[src/rtl/uplink_pkg.sv]
// Shared constants and state encoding for the uplink arbiter.
// The CRC states exist only when UPLINK_CRC_EN is defined.
package uplink_pkg;

   localparam logic [15:0] CRC_POLY = 16'hA001;
   localparam logic [15:0] CRC_INIT = 16'hFFFF;

   typedef enum logic [2:0] {
      ST_IDLE,
      ST_HDR,
      ST_LEN,
      ST_CHN,
      ST_RD,
      ST_DATA
`ifdef UPLINK_CRC_EN
      ,
      ST_CRC_LO,
      ST_CRC_HI
`endif
   } state_t;

   // Frame sync word "$CTF", sent before every frame.
   function automatic logic [7:0] hdr_byte(input logic [1:0] idx);
      logic [7:0] b;
      case (idx)
         2'd0:    b = 8'h24;
         2'd1:    b = 8'h43;
         2'd2:    b = 8'h54;
         default: b = 8'h46;
      endcase
      return b;
   endfunction

endpackage

[src/rtl/crc16_modbus_byte.sv]
// One-byte CRC-16/MODBUS update (reflected polynomial), purely combinational.
module crc16_modbus_byte
   import uplink_pkg::*;
(
   input  logic [15:0] crc_in,
   input  logic [7:0]  byte_in,
   output logic [15:0] crc_out
);

   logic [15:0] c;

   always_comb begin
      c = crc_in ^ {8'h00, byte_in};
      for (int i = 0; i < 8; i++) begin
         c = c[0] ? ((c >> 1) ^ CRC_POLY) : (c >> 1);
      end
      crc_out = c;
   end

endmodule

[src/rtl/uplink_arbiter.sv]
// Round-robin arbiter that frames channel FIFO contents onto one UART byte stream.
// Define UPLINK_CRC_EN to append a CRC-16/MODBUS trailer to every frame.
module uplink_arbiter
   import uplink_pkg::*;
#(
   parameter int N_CH    = 20,
   parameter int MAX_LEN = 64
) (
   input  logic                clk,
   input  logic                rst_n,
   input  logic [N_CH-1:0]     ch_empty,
   input  logic [8*N_CH-1:0]   ch_usedw,
   input  logic [8*N_CH-1:0]   ch_q,
   output logic [N_CH-1:0]     ch_rdreq,
   output logic [7:0]          tx_data,
   output logic                tx_valid,
   input  logic                tx_ready,
   output logic                busy
);

   localparam int              GW        = (N_CH > 1) ? $clog2(N_CH) : 1;
   localparam logic [GW-1:0]   LAST_CH   = GW'(N_CH - 1);
   localparam logic [7:0]      MAX_LEN_B = 8'(MAX_LEN);
`ifdef UPLINK_CRC_EN
   localparam state_t          FRAME_END = ST_CRC_LO;
`else
   localparam state_t          FRAME_END = ST_IDLE;
`endif

   state_t          state, state_nxt;
   logic [GW-1:0]   grant;
   logic [GW-1:0]   rr_pick, rr_idx;
   logic            rr_found;
   logic [7:0]      len, len_snap, byte_cnt;
   logic [1:0]      hdr_idx;
   logic [7:0]      data_hold;
   logic            data_held;
   logic            accept;
   logic [7:0]      usedw_arr [N_CH];
   logic [7:0]      q_arr     [N_CH];

   for (genvar i = 0; i < N_CH; i++) begin : g_split
      assign usedw_arr[i] = ch_usedw[8*i +: 8];
      assign q_arr[i]     = ch_q[8*i +: 8];
   end

   assign accept = tx_valid && tx_ready;
   assign busy   = (state != ST_IDLE);

   // Search starts just after the previous winner, so every channel gets a turn.
   always_comb begin
      rr_found = 1'b0;
      rr_pick  = grant;
      rr_idx   = '0;
      for (int k = 1; k <= N_CH; k++) begin
         rr_idx = GW'((int'(grant) + k) % N_CH);
         if (!rr_found && !ch_empty[rr_idx]) begin
            rr_found = 1'b1;
            rr_pick  = rr_idx;
         end
      end
   end

   assign len_snap = (usedw_arr[rr_pick] > MAX_LEN_B) ? MAX_LEN_B : usedw_arr[rr_pick];

`ifdef UPLINK_CRC_EN
   logic [15:0] crc, crc_nxt;

   crc16_modbus_byte u_crc (
      .crc_in  (crc),
      .byte_in (tx_data),
      .crc_out (crc_nxt)
   );

   // The header is excluded; LEN, CHN and payload feed the CRC as they are accepted.
   always_ff @(posedge clk or negedge rst_n) begin
      if (!rst_n) begin
         crc <= CRC_INIT;
      end else if (state == ST_IDLE && rr_found) begin
         crc <= CRC_INIT;
      end else if (accept && (state == ST_LEN || state == ST_CHN || state == ST_DATA)) begin
         crc <= crc_nxt;
      end
   end
`endif

   always_comb begin
      state_nxt = state;
      tx_valid  = 1'b0;
      tx_data   = 8'h00;
      ch_rdreq  = '0;
      unique case (state)
         ST_IDLE: begin
            if (rr_found) state_nxt = ST_HDR;
         end
         ST_HDR: begin
            tx_valid = 1'b1;
            tx_data  = hdr_byte(hdr_idx);
            if (tx_ready && hdr_idx == 2'd3) state_nxt = ST_LEN;
         end
         ST_LEN: begin
            tx_valid = 1'b1;
            tx_data  = len;
            if (tx_ready) state_nxt = ST_CHN;
         end
         ST_CHN: begin
            tx_valid = 1'b1;
            tx_data  = 8'(grant) + 8'd1;
            if (tx_ready) state_nxt = (len == 8'd0) ? FRAME_END : ST_RD;
         end
         ST_RD: begin
            ch_rdreq[grant] = 1'b1;
            state_nxt       = ST_DATA;
         end
         ST_DATA: begin
            tx_valid = 1'b1;
            tx_data  = data_held ? data_hold : q_arr[grant];
            if (tx_ready) state_nxt = (byte_cnt + 8'd1 == len) ? FRAME_END : ST_RD;
         end
`ifdef UPLINK_CRC_EN
         ST_CRC_LO: begin
            tx_valid = 1'b1;
            tx_data  = crc[7:0];
            if (tx_ready) state_nxt = ST_CRC_HI;
         end
         ST_CRC_HI: begin
            tx_valid = 1'b1;
            tx_data  = crc[15:8];
            if (tx_ready) state_nxt = ST_IDLE;
         end
`endif
         default: state_nxt = ST_IDLE;
      endcase
   end

   // A stalled payload byte is captured so tx_data stays put even if the FIFO output moves.
   always_ff @(posedge clk or negedge rst_n) begin
      if (!rst_n) begin
         state     <= ST_IDLE;
         grant     <= LAST_CH;
         len       <= 8'd0;
         byte_cnt  <= 8'd0;
         hdr_idx   <= 2'd0;
         data_hold <= 8'h00;
         data_held <= 1'b0;
      end else begin
         state <= state_nxt;
         case (state)
            ST_IDLE: begin
               if (rr_found) begin
                  grant    <= rr_pick;
                  len      <= len_snap;
                  byte_cnt <= 8'd0;
                  hdr_idx  <= 2'd0;
               end
            end
            ST_HDR: begin
               if (accept) hdr_idx <= hdr_idx + 2'd1;
            end
            ST_RD: begin
               data_held <= 1'b0;
            end
            ST_DATA: begin
               if (accept) begin
                  byte_cnt  <= byte_cnt + 8'd1;
                  data_held <= 1'b0;
               end else if (!data_held) begin
                  data_hold <= q_arr[grant];
                  data_held <= 1'b1;
               end
            end
            default: ;
         endcase
      end
   end

endmodule

[config.mk]
export PLATFORM = sky130hd
export DESIGN_NAME = uplink_arbiter
export DESIGN_NICKNAME = d
export VERILOG_FILES = /design/src/rtl/uplink_pkg.sv /design/src/rtl/crc16_modbus_byte.sv /design/src/rtl/uplink_arbiter.sv
export SDC_FILE = /design/constraint.sdc
export NUM_CORES = 1
export LEC_CHECK = 0
export CELL_PAD_IN_SITES_DETAIL_PLACEMENT = 0
export CELL_PAD_IN_SITES_GLOBAL_PLACEMENT = 1
export CORE_ASPECT_RATIO = 1.4
export CORE_UTILIZATION = 37
export CTS_CLUSTER_SIZE = 16
export DETAILED_ROUTE_END_ITERATION = 12
export HOLD_SLACK_MARGIN = 0.05
export PLACE_DENSITY = 0.8
export RECOVER_POWER = 50
export SYNTH_ARGS = -nofsm -noshare
export SYNTH_HDL_FRONTEND = slang
export SYNTH_SLANG_ARGS = --single-unit
[constraint.sdc]
create_clock -name clk -period 8.8 [get_ports clk]
set_input_delay 1.76 -clock clk [delete_from_list [all_inputs] [get_ports clk]]
set_output_delay 1.76 -clock clk [all_outputs]
set_load 0.005 [all_outputs]
Yosys cells after proc, flatten, opt, wreduce, memory -nomap -nowiden

Cells that the tools add are included.

$add $sub $neg: 23
$mul: 0
Div/mod/pow operators: 20
Order comparisons: 25
Equality and inequality tests: 16
Shift operators: 0
Multiplexer cells: 110
Bitwise logic cells: 3
Reduce and logical (&&, ||, !) cells: 72

Operators by type and width:

| kind                                                     | count |
|---|---|
| remainder unit 32 x 6 -> 32 bit, second input constant   | 20 |
| < comparator 5 x 6 -> 1 bit, second input constant       | 21 |
| binary-select mux 1 bit (select 5 bit)                   | 20 |
| two-way mux 5 bit                                        | 20 |
| binary-select mux 8 bit (select 5 bit)                   | 2 |
| two-way mux 8 bit                                        | 8 |
| adder 5 x 4 -> 6 bit, second input constant              | 8 |
| two-way mux 1 bit                                        | 43 |
| zero test 1 bit                                          | 37 |
| case mux 8 bit (4 select lines)                          | 1 |
| adder 5 x 5 -> 6 bit, second input constant              | 5 |
| adder 5 x 3 -> 6 bit, second input constant              | 4 |
| logical AND 1 bit                                        | 22 |
| two-way mux 3 bit                                        | 7 |
| case mux 7 bit (3 select lines)                          | 1 |
| two-way mux 20 bit                                       | 1 |
| case mux 3 bit (6 select lines)                          | 1 |
| case mux 8 bit (2 select lines)                          | 1 |
| inequality test 2 bit, second input constant             | 7 |
| adder 5 x 1 -> 6 bit, second input constant              | 2 |
| adder 5 x 2 -> 6 bit, second input constant              | 2 |
| greater-or-equal comparator 6 bit, second input constant | 2 |
| NOT 5 -> 6 bit                                           | 2 |
| adder 8 x 1 -> 8 bit, second input constant              | 1 |
| 23 further kinds                                         | 31 |

Flip-flop bits (word level): 35
Bits in latches: 0
RAM bits: 0
Bits in read-only memories: 0
Bits of input ports: 343
Memories: 0

Depth between registers and ports, before layout

Depth after elaboration: 67
Depth in mapped cells: 33
Gate-level depth less buffers: 24

Worst setup path after synthesis

Ideal clock, no wire load.

Path kind: register -> register
From: register grant[3]
To: register len[0]
Arrival: 7.346 ns
Data required time: 8.660 ns
Setup slack: 1.314 ns
Cell stages (with the launch flop): 32
Buffers on the path: 10
Clock period less this slack: 7.486 ns
Cells stage by stage: dfrtp_1 buf_2 buf_4 inv_1 buf_2 clkbuf_1 buf_2 ha_1 clkbuf_1 a21oi_1 xnor2_1 nand2_1 ha_1 nor2b_1 nor2_1 a2111oi_0 o2bb2a_1 nand2_1 mux2_2 a211o_1 buf_2 and3_1 nand3_1 o211ai_1 o31a_1 nor2_2 buf_2 buf_4 buf_4 mux4_2 a2111oi_0 o22ai_1

Cells in the longest elaborated chain, start to end: 67

RTL lines:

| item                                                 | line                  | RTL |
|---|---|---|
| start: declaration                                   | uplink_arbiter.sv:31  | `logic [GW-1:0] grant;` |
| start signal: assignment                             | uplink_arbiter.sv:151 | `grant <= rr_pick;` |
| adder 5 x 2 -> 6 bit                                 | uplink_arbiter.sv:56  | `rr_idx = GW'((int'(grant) + k) % N_CH);` |
| remainder unit 32 x 6 -> 32 bit                      | uplink_arbiter.sv:56  |  |
| binary-select mux 1 bit (select 5 bit)               | uplink_arbiter.sv:57  | `if (!rr_found && !ch_empty[rr_idx]) begin` |
| two-way mux 1 bit (not written as such)              | uplink_arbiter.sv:57  |  |
| zero test 1 bit                                      | uplink_arbiter.sv:57  |  |
| logical AND 1 bit                                    | uplink_arbiter.sv:57  |  |
| two-way mux 1 bit                                    | uplink_arbiter.sv:57  |  |
| zero test 1 bit                                      | uplink_arbiter.sv:57  |  |
| (+50 left out)                                       | -                     |  |
| zero test 1 bit                                      | uplink_arbiter.sv:57  |  |
| logical AND 1 bit                                    | uplink_arbiter.sv:57  |  |
| two-way mux 5 bit                                    | uplink_arbiter.sv:57  |  |
| NOT 5 -> 6 bit (not written as such)                 | uplink_arbiter.sv:64  | `assign len_snap = (usedw_arr[rr_pick] > MAX_LEN_B) ? MAX_LEN_B : usedw_arr[rr_pick];` |
| binary-select mux 8 bit (select 5 bit)               | uplink_arbiter.sv:64  |  |
| two-way mux 8 bit (not written as such) (2 in a row) | uplink_arbiter.sv:64  |  |
| greater-than comparator 8 x 7 -> 1 bit               | uplink_arbiter.sv:64  |  |
| two-way mux 8 bit                                    | uplink_arbiter.sv:64  |  |
| end signal: assignment                               | uplink_arbiter.sv:152 | `len <= len_snap;` |
| end: declaration                                     | uplink_arbiter.sv:34  | `logic [7:0] len, len_snap, byte_cnt;` |

Parallel ways exist; a longest one is shown, timed or not. The select of a mux whose other input is x is not followed.
A chain may end at the register's enable or synchronous reset.

Final worst setup path

From: register grant[0]
To: register len[5]

Same word-level chain as after synthesis.

==> metrics.md <==
| Metric | Value |
|---|---|
| Clock tree from TritonCTS | done |
| Final setup vio count | 0 |
| Yosys top cell area share | between 15 and 20% |
| Number of antenna violations at the first check in global routing | 3 |
| Most used flip-flop cell after synthesis | dfrtp_1 |
| Initial standard-cell utilization of the core | approximately 38% |
| Period utilisation layout | 97.07% |
| Gate Count Post-Synth | 1,725 |
| Type of the worst setup path | reg2reg |
| Worst setup skew after layout | approximately 0.0050 ns |
| RSZ-0062 raised after global routing | false |
| Largest area contributor in the synthesized netlist | mux4_2 |
| Required time of the critical path | between 8 and 9 ns |
| Global routing met3 resource utilization | 4.155% |
| Reg-to-reg critical path startpoint | grant[0] |
| Final hold violation count | 0 |
| Post-cts repair resize count | 0 |
| Total global routing overflow | 0 |
| Most frequent cells after synthesis | nand2_1, nor2_1, o21ai_0 |
| Startpoint types | register |
| Violations in the final reports | capacitance limit, slew limit |
| Row count | 82 |
| Worst-path cell with the longest stage delay | dfstp_1 |
| Cts bufs inserted | 5 |
| Hold-critical path depth | 2 |
| Highest cell delay on the worst timing path | 1.19 ns |
| Actual slew at the worst max-slew pin | 2.126 ns |
| Pre-Repair DR Iteration Count | 6 |
| Endpoint of the worst-slack reg-to-reg timing path | len[5] |
| Count of flip-flops with a built-in enable after synthesis | 0 |
| Total Routed Length | 67,480 microns |
| Count of H-tree levels built during CTS | 2 |
| Proportion of synthesized flip-flops having asynchronous set or reset | 100.0% |
| Register-to-register path setup slack | ~0.26 ns |
| Post-DP HPWL | 55,140 microns |
| Hold crit path type | reg2reg |
| Count of cell types in the netlist | 120 |
| Average via count per standard cell | 6.529 |
| Number of buffer cells added on primary ports | 372 |
| Number of vias in the routed layout | 16,340 |
| Combined area of all synthesized cells | 13,600 sq um |
| Total core area | between 30,000 and 40,000 sq um |
| Mapped Nets | 2,132 |
| Setup TNS | 0 ns |
| Relative area change from synthesis to final layout | 30.90% |
| Full die area | 37,540 sq um |
| Hold Path Sink | data_hold[1] |
| Hold-fix buffers at CTS | 0 |
| Vias in the first global route | 15,650 |
| Kind of end point of the critical path | register |
| Max_cap viols | 1 |
| Yosys warning count | 0 |
| Clock period minus final worst setup slack | approximately 8.5 ns |
| Final net count | 2,446 |
| Per-cell routed wire length | 26.97 microns |
| Cell types occupying the most area after synthesis | mux4_2, dfrtp_1, ha_1 |
| Cells on worst reg2reg path | 19 |
| Antenna-violating nets left | 0 |
| Die boundary width | about 160 microns |
| Clock latency on the worst-skew pair | 0.29 ns |
| GRT busiest layer | met2 |
| Startpoint of the worst hold path | data_hold[1] |
| Cell class contributing the biggest share of worst-path delay | simple AND/OR/NAND/NOR gates |
| Cells traversed along the worst timing path | inv_1, clkbuf_1, ha_1, mux4_2, inv_1, nor4_1, or4_1, o211ai_1, and3_1, nor3_2, nand3_1, o211ai_1, o31a_1, nor2_4, mux2i_1, nand2_1, and4_1, a2111oi_0, o21ai_1 |
| Remaining max-slew budget at the tightest pin | -41.76% |
| Initial DRC Count | around 1,600 |
| Top Ports | 373 |
| Worst-path fanout max | 20 |
| CTS clock-pin slew for the worst setup and hold paths | 0.06 ns |
| Max Root-Sink Buffers | 2 |
| Bufs and invs on worst path | 3 |
| Mean cell area of the mapped netlist | 7.884 sq um |
| Cell with the most instances after synthesis | nand2_1 |
| Fmax | ~120 MHz |
| Clk Tree Root Cell | clkbuf_16 |
| Ant diodes | 0 |
| Post-CTS setup buffers | 0 |
| Fraction of layout cells with a size suffix above 1 | about an eighth |
| Proportion of synthesized chip area in sequential cells | 6.468% |
| Global-route wire length before repair | 98,010 microns |
| Met1 GRT Util | 40.58% |
| Final slew viol count | 36 |
| Pin count of the biggest net entering global routing | 51 |
| Data arrival time at the worst-slack endpoint | 8.70 ns |
| Total track usage | approximately a third |
| CTS sink cnt | 35 |
| Final Wtd Congestion | 1.014 |
| Flip-flop and latch count after synthesis | 35 |
| DRC violations left | 0 |
| Height of the die | ~230 microns |
| Met2 global-route usage | 60.18% |
| Result of the run | finished, violations left |
[layout make-up]
cell class                 instances  area [sq um]
clock inverter                     3         20.02
clock buffer                       5         125.1
sequential                        35         885.9
timing repair buffer             430          4161
tap                              462         578.1
multi-input combinational       1513         11830
fill                            3505         18210
inverter                          54         205.2
[routing by layer]
metal | vias up | part of all wire [%]
met3 | 193 | 6.4
li1 | 7379 | -
met2 | 877 | 49
met5 | - | 0.018
met1 | 7884 | 37
met4 | 2 | 7.2
[how the worst max path moves through the flow]
stage / start / endpoint / slack, ns / cells after the start
6_report: grant[0] / len[5] / 0.26 / 19
5_1_grt: grant[2] / len[0] / 0.02 / 23
4_1_cts: grant[2] / len[5] / 0.53 / 23
3_5_place_dp: grant[2] / len[5] / 0.59 / 23
3_3_place_gp: grant[2] / len[4] / 0.81 / 24
2_1_floorplan: grant[3] / len[0] / 1.31 / 31
[cells in the final DEF, fill, tap and decap left out, drive strengths merged, types with 38 or more instances in the layout]
cell and instances:
buf 57, mux2i 57, clkdlybuf4s50 367, xnor2 47, a21oi 94, ha 63, inv 52, mux4 92
a211oi 38, nand2 168, o21ai 113, nor3 51, nor2 144, nand2b 38, nand3 68
[worst register-to-register path, cell delays in order (launching register included)]
cell       delay [ns]
dfstp_1          1.19
inv_1            0.17
clkbuf_1         0.39
ha_1             1.16
mux4_2           0.56
inv_1            0.20
nor4_1           0.07
or4_1            0.55
o211ai_1         0.31
and3_1           0.44
nor3_2           0.14
nand3_1          0.31
o211ai_1         0.30
o31a_1           0.44
nor2_4           0.53
mux2i_1          0.70
nand2_1          0.12
and4_1           0.22
a2111oi_0        0.51
o21ai_1          0.10
[registers in the layout, summed over array words and instances, names as in the netlist]
register   cells
data_hold      8
state          3
len            8
hdr_idx        2
data_held      1
grant          5
byte_cnt       8
[stage by stage]
step	instance area, sq um	instances	worst slack (ns)	hold slack, ns	utilization, %
floorplan	13600	1725	1.314	0.4413	-
global placement	17660	2494	0.8111	0.4541	49.05
detailed placement	17660	2494	0.5852	0.4623	49.05
CTS	17810	2502	0.5270	0.4763	49.45
global route	17800	2502	0.02470	0.4956	49.43
finish	17800	2502	0.2577	0.4721	49.43
[kinds of logic after synthesis]
| logic type | Yosys count | synth area share, % |
|---|---|---|
| fa+ha+maj | 68 | 6.238 |
| mux | 177 | 21.86 |
| simple gates | 649 | 24.53 |
| xor+xnor | 61 | 4.508 |
| flops | 35 | 6.468 |
| buf+inv | 177 | 6.689 |
| compound gates | 558 | 29.71 |
Power is not shown: default switching activity piles up to over one toggle a cycle in this logic, so the estimate is an artifact.
